==> config.mk <==
export PLATFORM = sky130hd
export DESIGN_NAME = pdm_mic_receiver
export DESIGN_NICKNAME = d
export VERILOG_FILES = /design/src/rtl/pdm_mic_receiver.sv
export SDC_FILE = /design/constraint.sdc
export NUM_CORES = 1
export LEC_CHECK = 0
export ABC_CLOCK_PERIOD_IN_PS = 22000
export BUFFER_PORTS_ARGS = -buffer_cell sky130_fd_sc_hd__buf_2
export CELL_PAD_IN_SITES_DETAIL_PLACEMENT = 1
export CELL_PAD_IN_SITES_GLOBAL_PLACEMENT = 1
export CORE_MARGIN = 2
export CORE_UTILIZATION = 45
export CTS_CLUSTER_DIAMETER = 50
export DETAILED_ROUTE_END_ITERATION = 16
export PLACE_DENSITY_LB_ADDON = 0.1
export SYNTH_ARGS = -nofsm -noshare
export SYNTH_HDL_FRONTEND = slang
export SYNTH_SLANG_ARGS = --single-unit
==> constraint.sdc <==
create_clock -name clk_100mhz -period 22 [get_ports clk_100mhz]
set_clock_uncertainty 0.15 [all_clocks]
set_input_delay 2.2 -clock clk_100mhz [delete_from_list [all_inputs] [get_ports clk_100mhz]]
set_output_delay 2.2 -clock clk_100mhz [all_outputs]
set_load 0.005 [all_outputs]
==> src/rtl/pdm_mic_receiver.sv <==
// -----------------------------------------------------------------------------
// pdm_mic_receiver
//
// Generates the clock for a PDM MEMS microphone and samples its 1-bit stream.
// A 3rd-order CIC decimator (differential delay 1) turns the stream into
// signed PCM words, which are handed out over a valid/ready interface.
//
// Optional feature macro: PDM_DC_BLOCK_EN
//   defined     -> a DC-blocking high-pass stage follows the CIC truncation.
//                  It adds one cycle of latency.
//   not defined -> the truncated CIC output drives the sample register directly.
//
// Parameters
//   CLK_DIV   : mic_clk period in clk_100mhz cycles (even, >= 8)
//   DECIM     : CIC decimation ratio (power of two, >= 4)
//   OUT_WIDTH : PCM width, <= W where W = 2 + 3*log2(DECIM)
//
// Ports
//   clk_100mhz   in   system clock
//   rst_n        in   asynchronous active-low reset
//   enable       in   run decoder; low clears every register synchronously
//   mic_data     in   PDM data from the microphone (asynchronous)
//   mic_clk      out  microphone clock, 50% duty
//   sample       out  signed PCM sample, stable while sample_valid is high
//   sample_valid out  sample available
//   sample_ready in   consumer accepts the sample
//   overrun      out  sticky: an unaccepted sample was overwritten
// -----------------------------------------------------------------------------
module pdm_mic_receiver #(
    parameter int CLK_DIV   = 40,
    parameter int DECIM     = 64,
    parameter int OUT_WIDTH = 16
) (
    input  logic                 clk_100mhz,
    input  logic                 rst_n,
    input  logic                 enable,
    input  logic                 mic_data,
    output logic                 mic_clk,
    output logic [OUT_WIDTH-1:0] sample,
    output logic                 sample_valid,
    input  logic                 sample_ready,
    output logic                 overrun
);
    localparam int DIV_W  = $clog2(CLK_DIV);
    localparam int DEC_W  = $clog2(DECIM);
    localparam int W      = 2 + 3 * DEC_W;
    localparam int SHIFT  = W - OUT_WIDTH;
    localparam int NSTAGE = 3;

    localparam logic [DIV_W-1:0] DIV_LAST = DIV_W'(CLK_DIV - 1);
    localparam logic [DIV_W-1:0] DIV_HALF = DIV_W'(CLK_DIV / 2);
    localparam logic [DEC_W-1:0] DEC_LAST = DEC_W'(DECIM - 1);

    logic [DIV_W-1:0]     div_cnt_q, div_cnt_d;
    logic                 mic_clk_q, mic_clk_d;
    logic [1:0]           sync_q, sync_d;
    logic [DEC_W-1:0]     dec_cnt_q, dec_cnt_d;
    logic [W-1:0]         integ_q     [NSTAGE];
    logic [W-1:0]         integ_d     [NSTAGE];
    logic [W-1:0]         comb_q      [NSTAGE];
    logic [W-1:0]         comb_d      [NSTAGE];
    logic [W-1:0]         comb_prev_q [NSTAGE];
    logic [W-1:0]         comb_prev_d [NSTAGE];
    logic [NSTAGE-1:0]    comb_vld_q, comb_vld_d;
    logic [OUT_WIDTH-1:0] sample_q, sample_d;
    logic                 sample_valid_q, sample_valid_d;
    logic                 overrun_q, overrun_d;

    logic                 capture;
    logic                 dec_fire;
    logic                 xfer;
    logic [W-1:0]         x_step;
    logic [OUT_WIDTH-1:0] trunc_word;
    logic [OUT_WIDTH-1:0] load_word;
    logic                 load;

    // Keep the top OUT_WIDTH bits of the last comb stage (plain truncation).
    assign trunc_word = OUT_WIDTH'(comb_q[NSTAGE-1] >> SHIFT);

`ifdef PDM_DC_BLOCK_EN
    // y[n] = x[n] - x[n-1] + y[n-1] - (y[n-1] >>> 8), computed in a wider
    // accumulator and saturated on the way out.
    localparam int AW = OUT_WIDTH + 4;
    localparam logic signed [AW-1:0] SAT_MAX = {5'b00000, {(OUT_WIDTH-1){1'b1}}};
    localparam logic signed [AW-1:0] SAT_MIN = {5'b11111, {(OUT_WIDTH-1){1'b0}}};

    logic signed [AW-1:0]  dc_y_q, dc_y_d;
    logic signed [AW-1:0]  dc_x_ext, dc_xp_ext, dc_decay, dc_y_new;
    logic [OUT_WIDTH-1:0]  dc_x_prev_q, dc_x_prev_d;
    logic [OUT_WIDTH-1:0]  dc_out_q, dc_out_d;
    logic                  dc_vld_q, dc_vld_d;

    always_comb begin
        dc_x_ext    = {{4{trunc_word[OUT_WIDTH-1]}}, trunc_word};
        dc_xp_ext   = {{4{dc_x_prev_q[OUT_WIDTH-1]}}, dc_x_prev_q};
        dc_decay    = dc_y_q >>> 8;
        dc_y_new    = dc_x_ext - dc_xp_ext + dc_y_q - dc_decay;
        dc_y_d      = dc_y_q;
        dc_x_prev_d = dc_x_prev_q;
        dc_out_d    = dc_out_q;
        dc_vld_d    = comb_vld_q[NSTAGE-1];
        if (comb_vld_q[NSTAGE-1]) begin
            dc_y_d      = dc_y_new;
            dc_x_prev_d = trunc_word;
            if (dc_y_new > SAT_MAX) begin
                dc_out_d = SAT_MAX[OUT_WIDTH-1:0];
            end else if (dc_y_new < SAT_MIN) begin
                dc_out_d = SAT_MIN[OUT_WIDTH-1:0];
            end else begin
                dc_out_d = dc_y_new[OUT_WIDTH-1:0];
            end
        end
        if (!enable) begin
            dc_y_d      = '0;
            dc_x_prev_d = '0;
            dc_out_d    = '0;
            dc_vld_d    = 1'b0;
        end
    end

    always_ff @(posedge clk_100mhz or negedge rst_n) begin
        if (!rst_n) begin
            dc_y_q      <= '0;
            dc_x_prev_q <= '0;
            dc_out_q    <= '0;
            dc_vld_q    <= 1'b0;
        end else begin
            dc_y_q      <= dc_y_d;
            dc_x_prev_q <= dc_x_prev_d;
            dc_out_q    <= dc_out_d;
            dc_vld_q    <= dc_vld_d;
        end
    end

    assign load      = dc_vld_q;
    assign load_word = dc_out_q;
`else
    assign load      = comb_vld_q[NSTAGE-1];
    assign load_word = trunc_word;
`endif

    always_comb begin
        // The last cycle of the mic_clk high phase is the capture point.
        capture  = (div_cnt_q == DIV_LAST);
        dec_fire = capture && (dec_cnt_q == DEC_LAST);
        xfer     = sample_valid_q && sample_ready;
        x_step   = sync_q[1] ? W'(1) : {W{1'b1}};

        div_cnt_d = capture ? '0 : div_cnt_q + DIV_W'(1);
        // Derived from the next count so mic_clk tracks div_cnt exactly.
        mic_clk_d = (div_cnt_d >= DIV_HALF);
        sync_d    = {sync_q[0], mic_data};

        dec_cnt_d = dec_cnt_q;
        if (capture) begin
            dec_cnt_d = dec_fire ? '0 : dec_cnt_q + DEC_W'(1);
        end

        // Integrators wrap freely; the combs cancel the wrap.
        for (int k = 0; k < NSTAGE; k++) begin
            integ_d[k] = integ_q[k];
        end
        if (capture) begin
            integ_d[0] = integ_q[0] + x_step;
            for (int k = 1; k < NSTAGE; k++) begin
                integ_d[k] = integ_q[k] + integ_d[k-1];
            end
        end

        // Comb pipeline: one stage per cycle, history advances only with data.
        for (int k = 0; k < NSTAGE; k++) begin
            comb_d[k]      = comb_q[k];
            comb_prev_d[k] = comb_prev_q[k];
        end
        comb_vld_d[0] = dec_fire;
        if (dec_fire) begin
            comb_d[0]      = integ_d[NSTAGE-1] - comb_prev_q[0];
            comb_prev_d[0] = integ_d[NSTAGE-1];
        end
        for (int k = 1; k < NSTAGE; k++) begin
            comb_vld_d[k] = comb_vld_q[k-1];
            if (comb_vld_q[k-1]) begin
                comb_d[k]      = comb_q[k-1] - comb_prev_q[k];
                comb_prev_d[k] = comb_q[k-1];
            end
        end

        // Output register and handshake. A load in a transfer cycle replaces
        // the word just taken, so valid stays up and no overrun is flagged.
        sample_d       = sample_q;
        sample_valid_d = sample_valid_q;
        overrun_d      = overrun_q;
        if (load) begin
            sample_d       = load_word;
            sample_valid_d = 1'b1;
            if (sample_valid_q && !xfer) begin
                overrun_d = 1'b1;
            end
        end else if (xfer) begin
            sample_valid_d = 1'b0;
        end

        if (!enable) begin
            div_cnt_d      = '0;
            mic_clk_d      = 1'b0;
            sync_d         = '0;
            dec_cnt_d      = '0;
            comb_vld_d     = '0;
            sample_d       = '0;
            sample_valid_d = 1'b0;
            overrun_d      = 1'b0;
            for (int k = 0; k < NSTAGE; k++) begin
                integ_d[k]     = '0;
                comb_d[k]      = '0;
                comb_prev_d[k] = '0;
            end
        end
    end

    always_ff @(posedge clk_100mhz or negedge rst_n) begin
        if (!rst_n) begin
            div_cnt_q      <= '0;
            mic_clk_q      <= 1'b0;
            sync_q         <= '0;
            dec_cnt_q      <= '0;
            comb_vld_q     <= '0;
            sample_q       <= '0;
            sample_valid_q <= 1'b0;
            overrun_q      <= 1'b0;
            for (int k = 0; k < NSTAGE; k++) begin
                integ_q[k]     <= '0;
                comb_q[k]      <= '0;
                comb_prev_q[k] <= '0;
            end
        end else begin
            div_cnt_q      <= div_cnt_d;
            mic_clk_q      <= mic_clk_d;
            sync_q         <= sync_d;
            dec_cnt_q      <= dec_cnt_d;
            comb_vld_q     <= comb_vld_d;
            sample_q       <= sample_d;
            sample_valid_q <= sample_valid_d;
            overrun_q      <= overrun_d;
            for (int k = 0; k < NSTAGE; k++) begin
                integ_q[k]     <= integ_d[k];
                comb_q[k]      <= comb_d[k];
                comb_prev_q[k] <= comb_prev_d[k];
            end
        end
    end

    assign mic_clk      = mic_clk_q;
    assign sample       = sample_q;
    assign sample_valid = sample_valid_q;
    assign overrun      = overrun_q;

endmodule

* Yosys cells after proc, flatten, opt, wreduce, memory -nomap -nowiden
Index checks and enable logic that the tools add are counted.
** Storage, ports and cells
- Register bits after elaboration :: 216
- Input port bits :: 5
- Output and inout port bits :: 19
- Logic and storage cells :: 67
** Cells by class
- $add $sub $neg :: 8
- $lt $le $gt $ge :: 1
- Equal/unequal tests :: 9
- Mux-type cells :: 27
- Reduce and logical (&&, ||, !) cells :: 5
** Operator list (count)
- $mux W60 :: 4
- $mux W20 :: 7
- $add A20 B20 Y20 :: 3
- $sub A20 B20 Y20 :: 3
- $mux W16 :: 2
- $mux W6 :: 5
- $add A6 B1 Y6 const B :: 2
- $eq A6 B6 Y1 const B :: 2
- $ne A2 B1 Y1 const B :: 6
- $mux W1 :: 7
- $ge A6 B5 Y1 const B :: 1
- $logic_and A1 B1 Y1 :: 3
- $mux W3 :: 1
- $ne A3 B1 Y1 const B :: 1
- $mux W2 :: 1
- $reduce_and A2 Y1 :: 1
- $logic_not A1 Y1 :: 1

* Depth between registers and ports, before layout
- Word-level depth :: 8
- Depth in mapped cells :: 35
- Gate-level depth less buffers :: 35

* Worst setup path before layout
Ideal clock, no wire load.
- Path type :: register to register
- From :: register sync_q[1]
- To :: register comb_q[59] (netlist name)
- Setup time :: 137 ps
- Data arrival time :: 6844 ps
- Required time :: 21713 ps
- Setup slack :: 14869 ps
- Cell stages (with the launch flop) :: 36
- Buffers on the path :: 0
- Clock period less this slack :: 7131 ps
- Cells stage by stage :: dfrtp_1 inv_1 ha_1 nor2b_1 o21ai_1 a21boi_1 o21ai_0 a21oi_1 o21ai_1 nor2b_1 xnor2_1 ha_1 inv_1 a21oi_1 o21ai_1 nor2b_1 xnor2_1 ha_1 or4_1 a21oi_1 nor2_1 a21o_1 a21oi_1 xnor2_1 mux2i_1 inv_1 ha_1 a2111o_1 or3_1 a31oi_1 nor2b_1 o21a_1 o41ai_2 xnor2_1 xnor2_1 a21oi_1
** Between the ends
- Cells in the longest elaborated chain, start to end :: 8
** RTL lines
- start, declared :: RTL line 56 : logic [1:0] sync_q, sync_d;
- start signal, assigned :: RTL line 238 : sync_q <= sync_d;
- $mux W20 :: RTL line 147 : x_step = sync_q[1] ? W'(1) : {W{1'b1}};
- $add A20 B20 Y20 :: RTL line 164 : integ_d[0] = integ_q[0] + x_step;
- $add A20 B20 Y20 (2 in series) :: RTL line 166 : integ_d[k] = integ_q[k] + integ_d[k-1];
- $mux W60 :: RTL line 163 : if (capture) begin
- $sub A20 B20 Y20 :: RTL line 177 : comb_d[0] = integ_d[NSTAGE-1] - comb_prev_q[0];
- $mux W20 :: RTL line 176 : if (dec_fire) begin
- $mux W60 :: RTL line 203 : if (!enable) begin
- end signal, assigned by index :: RTL line 246 : comb_q[k] <= comb_d[k];
- end, declared :: RTL line 60 : logic [W-1:0] comb_q [NSTAGE];
Every way passes these cells. The select of a mux whose other input is x is not followed.
A chain may end at the register's enable or synchronous reset.

* Worst setup path in the final report
Same ends and word-level chain as after synthesis.

==> run metrics <==
Layout Area Growth over Synthesis=13.2%; final setup violation count=0; Tightest Pin Transition=approximately 1.1 ns; largest net degree at the start of global routing=95; largest area contributor in the netlist=dfrtp_1; Max Cap Violations=0; CP Capture Type=register; gpl congestion=approximately 0.76; Slew Viols, Final=0; crit path kind=register to register; f_max=122 MHz; n_diodes=0; status=completed; Mapped Cells=1,472; floorplan core area=29,500 sq um; buffers and inverters on the worst path=2; Hold Crit Depth=1; post-synth cell types=65; Post-synth EDFFs=0; Post-route DRC=0; register bit total from synthesis=approximately 210; First-pass DRT Iterations=4; dominant cells by area after synthesis=dfrtp_1 40%, ha_1 11%, mux2i_1 7.8%; max_slew headroom=23.0%; Post-Syn Area=about 13,000 sq um; Synth Warn #=0; vias in the first global route=11,093; Num CTS Buffers=36; Final period util=37.2%; FP Rows=63; gr usage total=around a fifth; die span in y=177 um; number of cells upsized or downsized after cts=0; DP HPWL=about 21,000 um; top-area cell type share of the netlist area=39.5%; pre-CTS setup slack=13.89 ns; Fillers=3,387; data required time of the worst path=22.22 ns; Leak=a little under 7 nW; Post-Route WL=about 31,000 um; Worst Path Arrival=8.41 ns; R2R depth=34; final-report hold violation count=0; synthesized area per cell=9.11 sq um; fin worst setup slack=around 14 ns; cell family with most CP delay=compound AO/OA/AOI/OAI gates; initial antenna violation count=0; RSZ-0062 raised after global routing=false; pwr dens=67.1 nW/um^2; routed len/inst=between 15 and 20 um; CTS tree=done; Hold Path Class=register to register; Die ar.=roughly 31,000 sq um; DR iter-0 viols=305; startpoint class of the critical path=register; Sink Count=212; setup TNS=0 ns; CTS Buffer Depth=3; Skew-Pair Late Insertion Delay=0.50 ns; commonest cells in the netlist=212 x dfrtp_1, 212 x nor2_1, 115 x ha_1, 115 x nand2_1; cts hold-fix bufs=0; fin crit period=8.19 ns; layout cell share with drive strength beyond 1=8.45%; I/O pin count=24; GR Overflow Total=0; first-pass GRT wire length=53,600 um; critical path depth=34; vias=10,245; IO buf count=23; Post-CTS Setup Bufs=0; Final nets=1,614; CTS HTree Levels=2; Clk pin slew, worst setup/hold paths=0.05 ns; Critical-path top delay cell=inv_1; Initial Utilization=45.5%; Post-synth ARST share=100%; post-synthesis sequential area ratio=roughly two fifths; Worst VDD drop=between 0.05 and 0.06 mV; ANT nets after route=0; Via density=5.38; Most used DFF post-synth=dfrtp_1; Die X=about 180 um; clk root buf=clkbuf_16; Crit path largest cell delay=0.56 ns; critical path fanouts, max=20; Synth Net Count=1,597
-- stage by stage --
stage | hold WS, ns | utilization (%) | total power [W] | instances | instance area, sq um
floorplan | 0.284 | - | 0.000418 | 1472 | 13400
global placement | 0.326 | 47.2 | 0.000434 | 1841 | 13900
detailed placement | 0.343 | 47.2 | 0.000435 | 1841 | 13900
CTS | 0.353 | 51.5 | 0.00103 | 1905 | 15200
global route | 0.364 | 51.5 | 0.00105 | 1905 | 15200
finish | 0.347 | 51.5 | 0.00102 | 1905 | 15200
-- placed cells by master, fill, tap and decap left out, types with 7 or more instances in the layout --
cell,instances
xor2_1,28
buf_4,11
or3_1,9
clkbuf_8,7
nor3_1,25
a211oi_1,19
o21ai_1,13
and2_1,14
ha_1,115
nor2b_1,23
o21bai_1,9
a21oi_1,107
inv_1,107
o21ai_0,52
nand2_1,115
nand2b_1,11
xnor2_1,68
a21o_1,30
and3_1,10
a31oi_1,9
clkbuf_16,37
nand4_1,7
buf_2,22
mux2i_1,104
nor2_1,212
nand3_1,25
dfrtp_1,210
-- where the power goes --
group / switching (W) / internal (W)
Clock: 0.000202 / 0.000390
Combinational: 0.0000264 / 0.00000871
Sequential: 0.000000759 / 0.000391
-- logic make-up after synthesis --
kind of cell / synth area share, %
XOR/XNOR: 6.68
AO/OA/AOI/OAI: 14.1
AND/OR/NAND/NOR: 15.6
flip-flops: 39.5
adder cells (fa/ha/maj): 11.5
multiplexers: 8.04
buffers and inverters: 4.56
-- layer usage --
layer / track usage (%) / share of wire [%]
met1: 24.6 / 43
met2: 39.2 / 52
met3: 2.77 / 2.4
met4: 6.20 / 2.7
met5: 0 / 0
-- area by class of cell --
cell class	instances	area [sq um]	share of cell area, %
Clock buffer	44	1020	6.73
Multi-Input combinational cell	1097	7500	49.4
Clock inverter	20	253	1.66
Tap cell	390	488	3.21
Timing Repair Buffer	34	208	1.37
Sequential cell	212	5310	34.9
Inverter	108	410	2.70
-- path summary, 6_finish.rpt --
check,start,end,slack [ns]
max,sync_q[1],comb_q[59],13.81
min,div_cnt_q[0],div_cnt_q[0],0.35
max reg2reg,sync_q[1],comb_q[59],13.81
min reg2reg,div_cnt_q[0],div_cnt_q[0],0.35
max in group asynchronous,rst_n,comb_q[29],18.75
min in group asynchronous,rst_n,comb_q[5],1.50
-- sequential cells by signal, summed over array words and instances, names as in the netlist --
register,cells
integ_q,60
sample_valid,1
dec_cnt_q,6
comb_vld_q,3
comb_prev_q,60
overrun,1
div_cnt_q,6
mic_clk,1
comb_q,56
sync_q,2
sample,16
(Power assumes the default switching activity.)
